**config.mk**
```make
export PLATFORM = sky130hd
export DESIGN_NAME = readout_sequencer
export DESIGN_NICKNAME = d
export VERILOG_FILES = /design/src/rtl/readout_seq_pkg.sv /design/src/rtl/readout_sequencer_next_ch_finder.sv /design/src/rtl/readout_sequencer.sv
export SDC_FILE = /design/constraint.sdc
export NUM_CORES = 1
export LEC_CHECK = 0
export BUFFER_PORTS_ARGS = -buffer_cell sky130_fd_sc_hd__clkbuf_2
export CAP_MARGIN = 20
export CORE_UTILIZATION = 25
export DETAILED_ROUTE_END_ITERATION = 12
export PLACE_DENSITY = 0.48
export SKIP_LAST_GASP = 1
export SLEW_MARGIN = 10
export SYNTH_ARGS = -nofsm -noshare
export SYNTH_HDL_FRONTEND = slang
export SYNTH_SLANG_ARGS = --single-unit
```
**constraint.sdc**
```tcl
create_clock -name iclk -period 7.6 [get_ports iclk]
set_input_delay 1.52 -clock iclk [delete_from_list [all_inputs] [get_ports iclk]]
set_output_delay 1.52 -clock iclk [all_outputs]
set_load 0.02 [all_outputs]
```
**src/rtl/readout_seq_pkg.sv**
```systemverilog
// Shared types and defaults for the analog-bank readout sequencer.
// Holds the FSM state encoding and the idle value of the byte address.
package readout_seq_pkg;

  typedef enum logic [2:0] {
    IDLE,
    CHIPRST,
    RUN,
    SELECT,
    CAPTURE,
    DONE
  } rs_state_t;

  localparam logic [2:0] SELECT_IDLE = 3'b111;

  localparam int NUM_CH_DEF        = 8;
  localparam int BYTES_PER_CH_DEF  = 7;
  localparam int SETTLE_CYC_DEF    = 2;
  localparam int RST_PULSE_CYC_DEF = 4;

endpackage

```
**src/rtl/readout_sequencer_next_ch_finder.sv**
```systemverilog
// Combinational search for the lowest set mask bit at or above a start index.
// The start index is one bit wider than a channel index so "past the last channel" never wraps.
module next_ch_finder #(
  parameter int NUM_CH = 8,
  parameter int IDX_W  = 3
) (
  input  logic [NUM_CH-1:0] mask,
  input  logic [IDX_W:0]    start,
  output logic              found,
  output logic [IDX_W-1:0]  idx
);

  logic [NUM_CH-1:0] hit;

  for (genvar gi = 0; gi < NUM_CH; gi++) begin : g_hit
    assign hit[gi] = mask[gi] && (start <= (IDX_W+1)'(gi));
  end

  // Walk downwards so the last assignment wins with the lowest hit.
  always_comb begin
    found = 1'b0;
    idx   = '0;
    for (int i = NUM_CH - 1; i >= 0; i--) begin
      if (hit[i]) begin
        found = 1'b1;
        idx   = IDX_W'(i);
      end
    end
  end

endmodule

```
**src/rtl/readout_sequencer.sv**
```systemverilog
// Run control and byte-by-byte readout of the analog register bank.
// Every output is registered; the comb block computes next state, counters and outputs.
module readout_sequencer
  import readout_seq_pkg::*;
#(
  parameter int NUM_CH        = NUM_CH_DEF,
  parameter int BYTES_PER_CH  = BYTES_PER_CH_DEF,
  parameter int SETTLE_CYC    = SETTLE_CYC_DEF,
  parameter int RST_PULSE_CYC = RST_PULSE_CYC_DEF
) (
  input  logic              iclk,
  input  logic              rst,
  input  logic              inst_rst,
  input  logic              inst_start,
  input  logic              inst_readout,
  input  logic [NUM_CH-1:0] trigger_channel_mask,
  input  logic [7:0]        ana_data,
  input  logic              byte_ready,
  output logic [NUM_CH-1:0] load_cnt_ser,
  output logic [2:0]        select_reg,
  output logic              sample_en,
  output logic              chip_rst,
  output logic              byte_valid,
  output logic [7:0]        byte_data,
  output logic [2:0]        byte_ch,
  output logic [2:0]        byte_idx,
  output logic              busy,
  output logic              done
);

  localparam logic [NUM_CH-1:0] ONE_HOT0 = NUM_CH'(1);
  localparam logic [3:0] SETTLE_LAST = 4'(SETTLE_CYC);
  localparam logic [3:0] PULSE_LAST  = 4'(RST_PULSE_CYC - 1);
  localparam logic [2:0] IDX_LAST    = 3'(BYTES_PER_CH - 1);

  rs_state_t         state_reg, state_next;
  logic [3:0]        cnt_reg, cnt_next;
  logic [NUM_CH-1:0] mask_reg, mask_next;
  logic [2:0]        ch_reg, ch_next;
  logic [2:0]        idx_reg, idx_next;

  logic [NUM_CH-1:0] load_reg, load_next;
  logic [2:0]        select_reg_q, select_next;
  logic              sample_reg, sample_next;
  logic              chip_rst_reg, chip_rst_next;
  logic              valid_reg, valid_next;
  logic [7:0]        data_reg, data_next;
  logic [2:0]        byte_ch_reg, byte_ch_next;
  logic [2:0]        byte_idx_reg, byte_idx_next;
  logic              busy_reg, busy_next;
  logic              done_reg, done_next;

  logic       first_found, next_found;
  logic [2:0] first_ch, next_ch;

  next_ch_finder #(.NUM_CH(NUM_CH), .IDX_W(3)) u_first (
    .mask  (trigger_channel_mask),
    .start (4'd0),
    .found (first_found),
    .idx   (first_ch)
  );

  next_ch_finder #(.NUM_CH(NUM_CH), .IDX_W(3)) u_next (
    .mask  (mask_reg),
    .start ({1'b0, ch_reg} + 4'd1),
    .found (next_found),
    .idx   (next_ch)
  );

  always_comb begin
    state_next    = state_reg;
    cnt_next      = cnt_reg;
    mask_next     = mask_reg;
    ch_next       = ch_reg;
    idx_next      = idx_reg;
    valid_next    = valid_reg;
    data_next     = data_reg;
    byte_ch_next  = byte_ch_reg;
    byte_idx_next = byte_idx_reg;

    if (inst_rst) begin
      state_next = CHIPRST;
      cnt_next   = 4'd0;
      valid_next = 1'b0;
    end else begin
      case (state_reg)
        IDLE, RUN: begin
          if (inst_readout) begin
            // The mask is frozen here; later changes only affect the next readout.
            mask_next = trigger_channel_mask;
            cnt_next  = 4'd0;
            ch_next   = first_ch;
            idx_next  = 3'd0;
            state_next = first_found ? SELECT : DONE;
          end else if (inst_start && state_reg == IDLE) begin
            state_next = RUN;
          end
        end
        CHIPRST: begin
          if (cnt_reg == PULSE_LAST) begin
            state_next = IDLE;
            cnt_next   = 4'd0;
          end else begin
            cnt_next = cnt_reg + 4'd1;
          end
        end
        SELECT: begin
          if (cnt_reg == SETTLE_LAST) begin
            state_next    = CAPTURE;
            cnt_next      = 4'd0;
            valid_next    = 1'b1;
            data_next     = ana_data;
            byte_ch_next  = ch_reg;
            byte_idx_next = idx_reg;
          end else begin
            cnt_next = cnt_reg + 4'd1;
          end
        end
        CAPTURE: begin
          if (valid_reg && byte_ready) begin
            valid_next = 1'b0;
            cnt_next   = 4'd0;
            if (idx_reg < IDX_LAST) begin
              idx_next   = idx_reg + 3'd1;
              state_next = SELECT;
            end else if (next_found) begin
              ch_next    = next_ch;
              idx_next   = 3'd0;
              state_next = SELECT;
            end else begin
              state_next = DONE;
            end
          end
        end
        DONE: begin
          state_next = IDLE;
          cnt_next   = 4'd0;
        end
        default: begin
          state_next = IDLE;
          cnt_next   = 4'd0;
          valid_next = 1'b0;
        end
      endcase
    end

    // Registered outputs are decoded from the state being entered.
    load_next     = '0;
    select_next   = SELECT_IDLE;
    sample_next   = 1'b0;
    chip_rst_next = 1'b0;
    done_next     = 1'b0;
    busy_next     = 1'b1;
    case (state_next)
      IDLE:    busy_next = 1'b0;
      RUN: begin
        busy_next   = 1'b0;
        sample_next = 1'b1;
      end
      CHIPRST: chip_rst_next = 1'b1;
      SELECT, CAPTURE: begin
        load_next   = ONE_HOT0 << ch_next;
        select_next = idx_next;
      end
      DONE:    done_next = 1'b1;
      default: busy_next = 1'b1;
    endcase
  end

  always_ff @(posedge iclk) begin
    if (rst) begin
      state_reg    <= IDLE;
      cnt_reg      <= 4'd0;
      mask_reg     <= '0;
      ch_reg       <= 3'd0;
      idx_reg      <= 3'd0;
      load_reg     <= '0;
      select_reg_q <= SELECT_IDLE;
      sample_reg   <= 1'b0;
      chip_rst_reg <= 1'b0;
      valid_reg    <= 1'b0;
      data_reg     <= 8'd0;
      byte_ch_reg  <= 3'd0;
      byte_idx_reg <= 3'd0;
      busy_reg     <= 1'b0;
      done_reg     <= 1'b0;
    end else begin
      state_reg    <= state_next;
      cnt_reg      <= cnt_next;
      mask_reg     <= mask_next;
      ch_reg       <= ch_next;
      idx_reg      <= idx_next;
      load_reg     <= load_next;
      select_reg_q <= select_next;
      sample_reg   <= sample_next;
      chip_rst_reg <= chip_rst_next;
      valid_reg    <= valid_next;
      data_reg     <= data_next;
      byte_ch_reg  <= byte_ch_next;
      byte_idx_reg <= byte_idx_next;
      busy_reg     <= busy_next;
      done_reg     <= done_next;
    end
  end

  assign load_cnt_ser = load_reg;
  assign select_reg   = select_reg_q;
  assign sample_en    = sample_reg;
  assign chip_rst     = chip_rst_reg;
  assign byte_valid   = valid_reg;
  assign byte_data    = data_reg;
  assign byte_ch      = byte_ch_reg;
  assign byte_idx     = byte_idx_reg;
  assign busy         = busy_reg;
  assign done         = done_reg;

endmodule
```
After elaboration in Yosys (flattened, before gate mapping)
Cells that the tools add are included.

Flip-flop bits (word level): 51.

Order comparisons: 9. Shifts and indexed selects: 1. Equality and inequality tests: 15. Reductions and logical operators: 22. Bitwise gates (word level): 3. $add $sub $neg: 3. Muxes and demuxes: 66.

Operators by type and width (number): $mux 3 (35); $mux 1 (22); $le 4x3->1 const B (4); $mux 4 (4); $pmux 4 s4 (1); $eq 3x2->1 const B (4); $eq 3x3->1 const B (4); $pmux 3 s2 (2); $pmux 3 s4 (1); $logic_and 1x1->1 (10); $reduce_or 2->1 (5); $reduce_and 3->1 (3); $eq 4x2->1 const B (2); $le 4x1->1 const B (2); $le 4x2->1 const B (2); $shl 1x3->8 const A (1); $eq 3x1->1 const B (2); $logic_not 3->1 (2); $ne 2x2->1 const B (3); $add 3x1->4 const B (1); $add 4x1->4 const B (1); $reduce_or 4->1 (1); $add 3x1->3 const B (1); $lt 3x3->1 const B (1); 3 further kinds (5).

Longest topological paths before layout
Word-level depth: 20. Gate-level depth with buffers: 9.

Modules after synthesis
A second synthesis with hierarchy kept.

Cells, all modules: 319. Area, all modules: 2671.3 um2.

Modules (own cells, without submodules): readout_sequencer (cells an instance 255, area each 2283.4 um2, times used 1); next_ch_finder (cells an instance 32, area each 193.9 um2, times used 2).

Worst setup path before layout
No wires, ideal clock.

Kind: input -> register. From: input port inst_rst. To: register load_reg[5], in the netlist load_cnt_ser[5]. Arrival time: 3121 ps. Stages: 6. Setup slack: 4392 ps. Required time: 7513 ps. Path through: clkbuf_1 nor2_1 nand2_1 or4_4 o221a_4 nor4b_2.

Longest elaborated chain between the ends: 5. Elaborated cells between the ends (all ways): 8. Classes of those cells: eq/ne (2); shift (1); mux (2); bitwise (1); reduce/logical (2).

Ends and longest elaborated chain: from (decl) (RTL line readout_sequencer.sv:13) `input logic inst_rst,`; $mux 3 (RTL line readout_sequencer.sv:81) `if (inst_rst) begin`; $eq 3x2->1 / $eq 3x3->1 (equally long branches) (RTL line readout_sequencer.sv:154) `case (state_next)`; $reduce_or 2->1 (RTL line readout_sequencer.sv:154); $not 1->1 (no source line); $reduce_or 2->1 (no source line); to (signal assigned) (RTL line readout_sequencer.sv:193) `load_reg <= load_next;`; to (decl) (RTL line readout_sequencer.sv:42) `logic [NUM_CH-1:0] load_reg, load_next;`.

Several ways; a longest one is shown, not always the timed one. A chain may end at the register's enable or synchronous reset.

Final worst setup path
From: input port trigger_channel_mask[7]. To: register select_reg_q[2], in the netlist select_reg[2].

Longest elaborated chain between the ends: 16. Elaborated cells between the ends (all ways): 17. Classes of those cells: eq/ne (2); mux (12); bitwise (1); reduce/logical (2).

Ends and longest elaborated chain: from (decl) (RTL line readout_sequencer.sv:16) `input logic [NUM_CH-1:0] trigger_channel_mask,`; $mux 1 (*) (8 in a row) (RTL line readout_sequencer_next_ch_finder.sv:24) `if (hit[i]) begin`; $mux 3 (*) (RTL line readout_sequencer.sv:94) `state_next = first_found ? SELECT : DONE;`; $mux 3 (*) (RTL line readout_sequencer.sv:88) `if (inst_readout) begin`; $pmux 3 s4 (*) (RTL line readout_sequencer.sv:86) `case (state_reg)`; $mux 3 (*) (RTL line readout_sequencer.sv:81); $eq 3x2->1 / $eq 3x3->1 (equally long branches) (RTL line readout_sequencer.sv:154); $reduce_or 2->1 (*) (RTL line readout_sequencer.sv:154); $not 1->1 (no source line) (*); $reduce_or 2->1 (no source line) (*); to (signal assigned) (RTL line readout_sequencer.sv:194) `select_reg_q <= select_next;`; to (decl) (RTL line readout_sequencer.sv:43) `logic [2:0] select_reg_q, select_next;`.

Every way passes the cells marked *; elsewhere a longest branch is shown, timed or not.

==> flow_summary_export.csv <==
group,metric,value,unit
power,p_leak,0.00114,uW
power,peakVddDrop,0.0761,mV
synthesis,synth_ff_type,"dfxtp_1",
die,die_height,103,microns
place,hpwl,4870,microns
critical_path,cp_slowest_cell,"nor4_1",
detailed_routing,routed_wl,6630,microns
global_route,grt_max_degree,35,
critical_path,crit_arrival,3.59,ns
finish,fin_area,2990,sq um
synthesis,synth-edff-count,0,
power,power_density,174,nW/um^2
cts,clock-sinks,51,
global_route,antenna_found_initial,0,
detailed_routing,dr_wl_met3,365,microns
finish,final.fill_count,1103,
timing,max_freq,295,MHz
timing,relSlewSlack,39.5,%
critical_path,required,7.79,ns
critical_path,crit_type,"primary input to register",
cts,cts_inserted_buffers,5,
critical_path,path_cells,"clkbuf_2, nor4_1, a41oi_1, o21ai_0, nand2b_1, a21oi_1, nand2_1, or2_2",
critical_path,r2r-end,"load_cnt_ser[0]$_SDFF_PP0_",
die,die_w,103,microns
cts,cts_setup_buffers,0,
cts,cts_buffer_depth,2,
cts,clk_pin_slew,0.09,ns
cts,cts_root_buf,"clkbuf_8",
status,status,"complete, no violations",
critical_path,worstRegToRegCells,9,
timing,report.final.slew_viol_count,0,
critical_path,r2r_start,"ch_reg[0]$_SDFF_PP0_",
timing,finalHoldViolations,0,
timing,layout_min_cycle_time,3.39,ns
finish,num_antenna_cells,0,
die,core.rowCount,36,
power,power,522,uW
place,dp_slack,3.95,ns
timing,layout_setup_ws,4.21,ns
synthesis,netlist-cell-type-count,52,
global_route,grt_pass1_vias,2149,
finish,drive_above_1_share,20.4,%
critical_path,cpPeakStageDelay,0.68,ns
detailed_routing,initialDrtViolationCount,104,
die,core_area,9820,sq um
critical_path,worst_setup_path_start_kind,"primary input",
finish,nets,392,
global_route,groute.usage.overall,13.1,%
critical_path,crit_end,"select_reg[2]$_SDFF_PP1_",
detailed_routing,vias,2331,
synthesis,ys_seq_area_share,40.3,%
timing,rsz0062_at_grt,"false",
job,max_cap_viol_count,0,
timing,clock_skew,0.00471,ns
hold_path,hold_depth,2,
detailed_routing,wl_met2,2880,microns
cts,cts_tree,"yes",
synthesis,ys_warn_count,0,
timing,fin_crit_sh,44.7,%
die,ioPinCount,52,
detailed_routing,met1_length,3300,microns
global_route,grt_pass1_wl,10700,microns
cts,hold_buffers,0,
critical_path,worstSetupEndpointType,"register",
place,routabilityCongestion,0.882,
detailed_routing,drc,0,
detailed_routing,first_pass_iters,4,
critical_path,critPathMaxFanout,5,
place,dpl_cell_area,2890,sq um
synthesis,syn_area,2530,sq um
detailed_routing,drt-wirelength-per-cell,13.4,microns
synthesis,synthArstFlopShare,0,%
synthesis,syn_area_per_cell,7.94,sq um
cts,h-tree-depth,2,
synthesis,synthCells,319,
synthesis,synth-seq-cells,51,
cts,cts_resized,0,
timing,tightest_slew,0.904,ns
critical_path,r2r_setup_slack,4.47,ns
place,port_buffers,51,
detailed_routing,top_layer,"met4",
detailed_routing,ant_nets,0,
finish,multiInputGateArea,1410,sq um
hold_path,hold_path_class,"register to register",
timing,finalSetupViolations,0,
finish,area_growth,18.2,%
critical_path,crit_path_start,"trigger_channel_mask[7]",
synthesis,syn_nets,349,
cts,clk_latency,0.30,ns
global_route,grt-ovfl-total,0,
detailed_routing,viasPerCell,4.71,
die,dieArea,10500,sq um
finish,regArea,1020,sq um
timing,tns,0,ns
die,initial_core_util,25.8,%
-- worst max-delay path, delay by kind of cell --
family | cells | cell delay [ns]
buffers and inverters | 1 | 0.11
AOI/OAI and AO/OA | 3 | 0.67
and+or+nand+nor | 4 | 1.28
-- cell families (layout without fill, tap and decap cells) --
group,after synthesis,after routing,share of synthesized area [%]
and+or+nand+nor,147,147,29.8
AOI/OAI and AO/OA,87,87,21.8
DFF,51,51,40.3
adders and majority gates,8,8,3.95
buffers and inverters,26,69,4.15
-- power by group --
part           switching (uW)  internal, uW
Combinational            35.7          23.3
Sequential               6.12           274
Clock                    86.6          96.6
Total                     128           393
-- metrics by stage --
step	hold slack [ns]	instances	util (%)
detailed placement	0.449	488	29.4
CTS	0.463	495	30.5
floorplan	0.435	319	-
global route	0.483	495	30.5
finish	0.458	495	30.5
global placement	0.443	488	29.4
-- metal layers --
metal,up-vias,GRT usage (%)
met5,-,0
met4,0,3.96
met3,5,2.51
met2,57,20.3
met1,1065,18.2
li1,1204,-
-- worst min path at each step --
stage | startpoint | endpoint | slack (ns)
after floorplan | mask_reg[4]$_SDFFE_PP0P_ | mask_reg[4]$_SDFFE_PP0P_ | 0.43
after global placement | byte_data[5]$_SDFFE_PP0P_ | byte_data[5]$_SDFFE_PP0P_ | 0.44
after detailed placement | byte_data[6]$_SDFFE_PP0P_ | byte_data[6]$_SDFFE_PP0P_ | 0.45
after CTS | mask_reg[5]$_SDFFE_PP0P_ | mask_reg[5]$_SDFFE_PP0P_ | 0.46
after global routing | byte_data[0]$_SDFFE_PP0P_ | byte_data[0]$_SDFFE_PP0P_ | 0.48
final | byte_data[1]$_SDFFE_PP0P_ | byte_data[1]$_SDFFE_PP0P_ | 0.46
-- cell usage after synthesis, types with 4 or more instances --
cell type / count / area (sq um)
nand2_1: 58 / 218
dfxtp_1: 51 / 1020
a21oi_1: 42 / 210
nor2_1: 29 / 109
o21ai_0: 15 / 75.1
clkbuf_1: 14 / 52.6
inv_1: 11 / 41.3
nor3_1: 9 / 45.0
ha_1: 8 / 100
nand2b_1: 6 / 37.5
nor2b_1: 6 / 37.5
nand3_1: 5 / 25.0
a21o_1: 4 / 30.0
-- placed cells by master, fill, tap and decap left out, types with 4 or more instances in the layout --
master	count
nor3_1	9
dfxtp_1	51
nand2_1	58
inv_1	11
ha_1	8
clkbuf_8	5
nor2b_1	6
nor2_1	29
a21oi_1	42
clkbuf_2	51
nand2b_1	6
nand3_1	5
o21ai_0	15
a21o_1	4
-- layout make-up --
cell class                      instances  area share, %
Multi-Input combinational cell        242           47.0
Sequential cell                        51           34.1
Timing Repair Buffer                   51           8.52
Tap cell                              133           5.56
Clock buffer                            6           2.42
Inverter                               11           1.38
Clock inverter                          1           1.00
No activity file was read; power rests on OpenSTA's default activity.
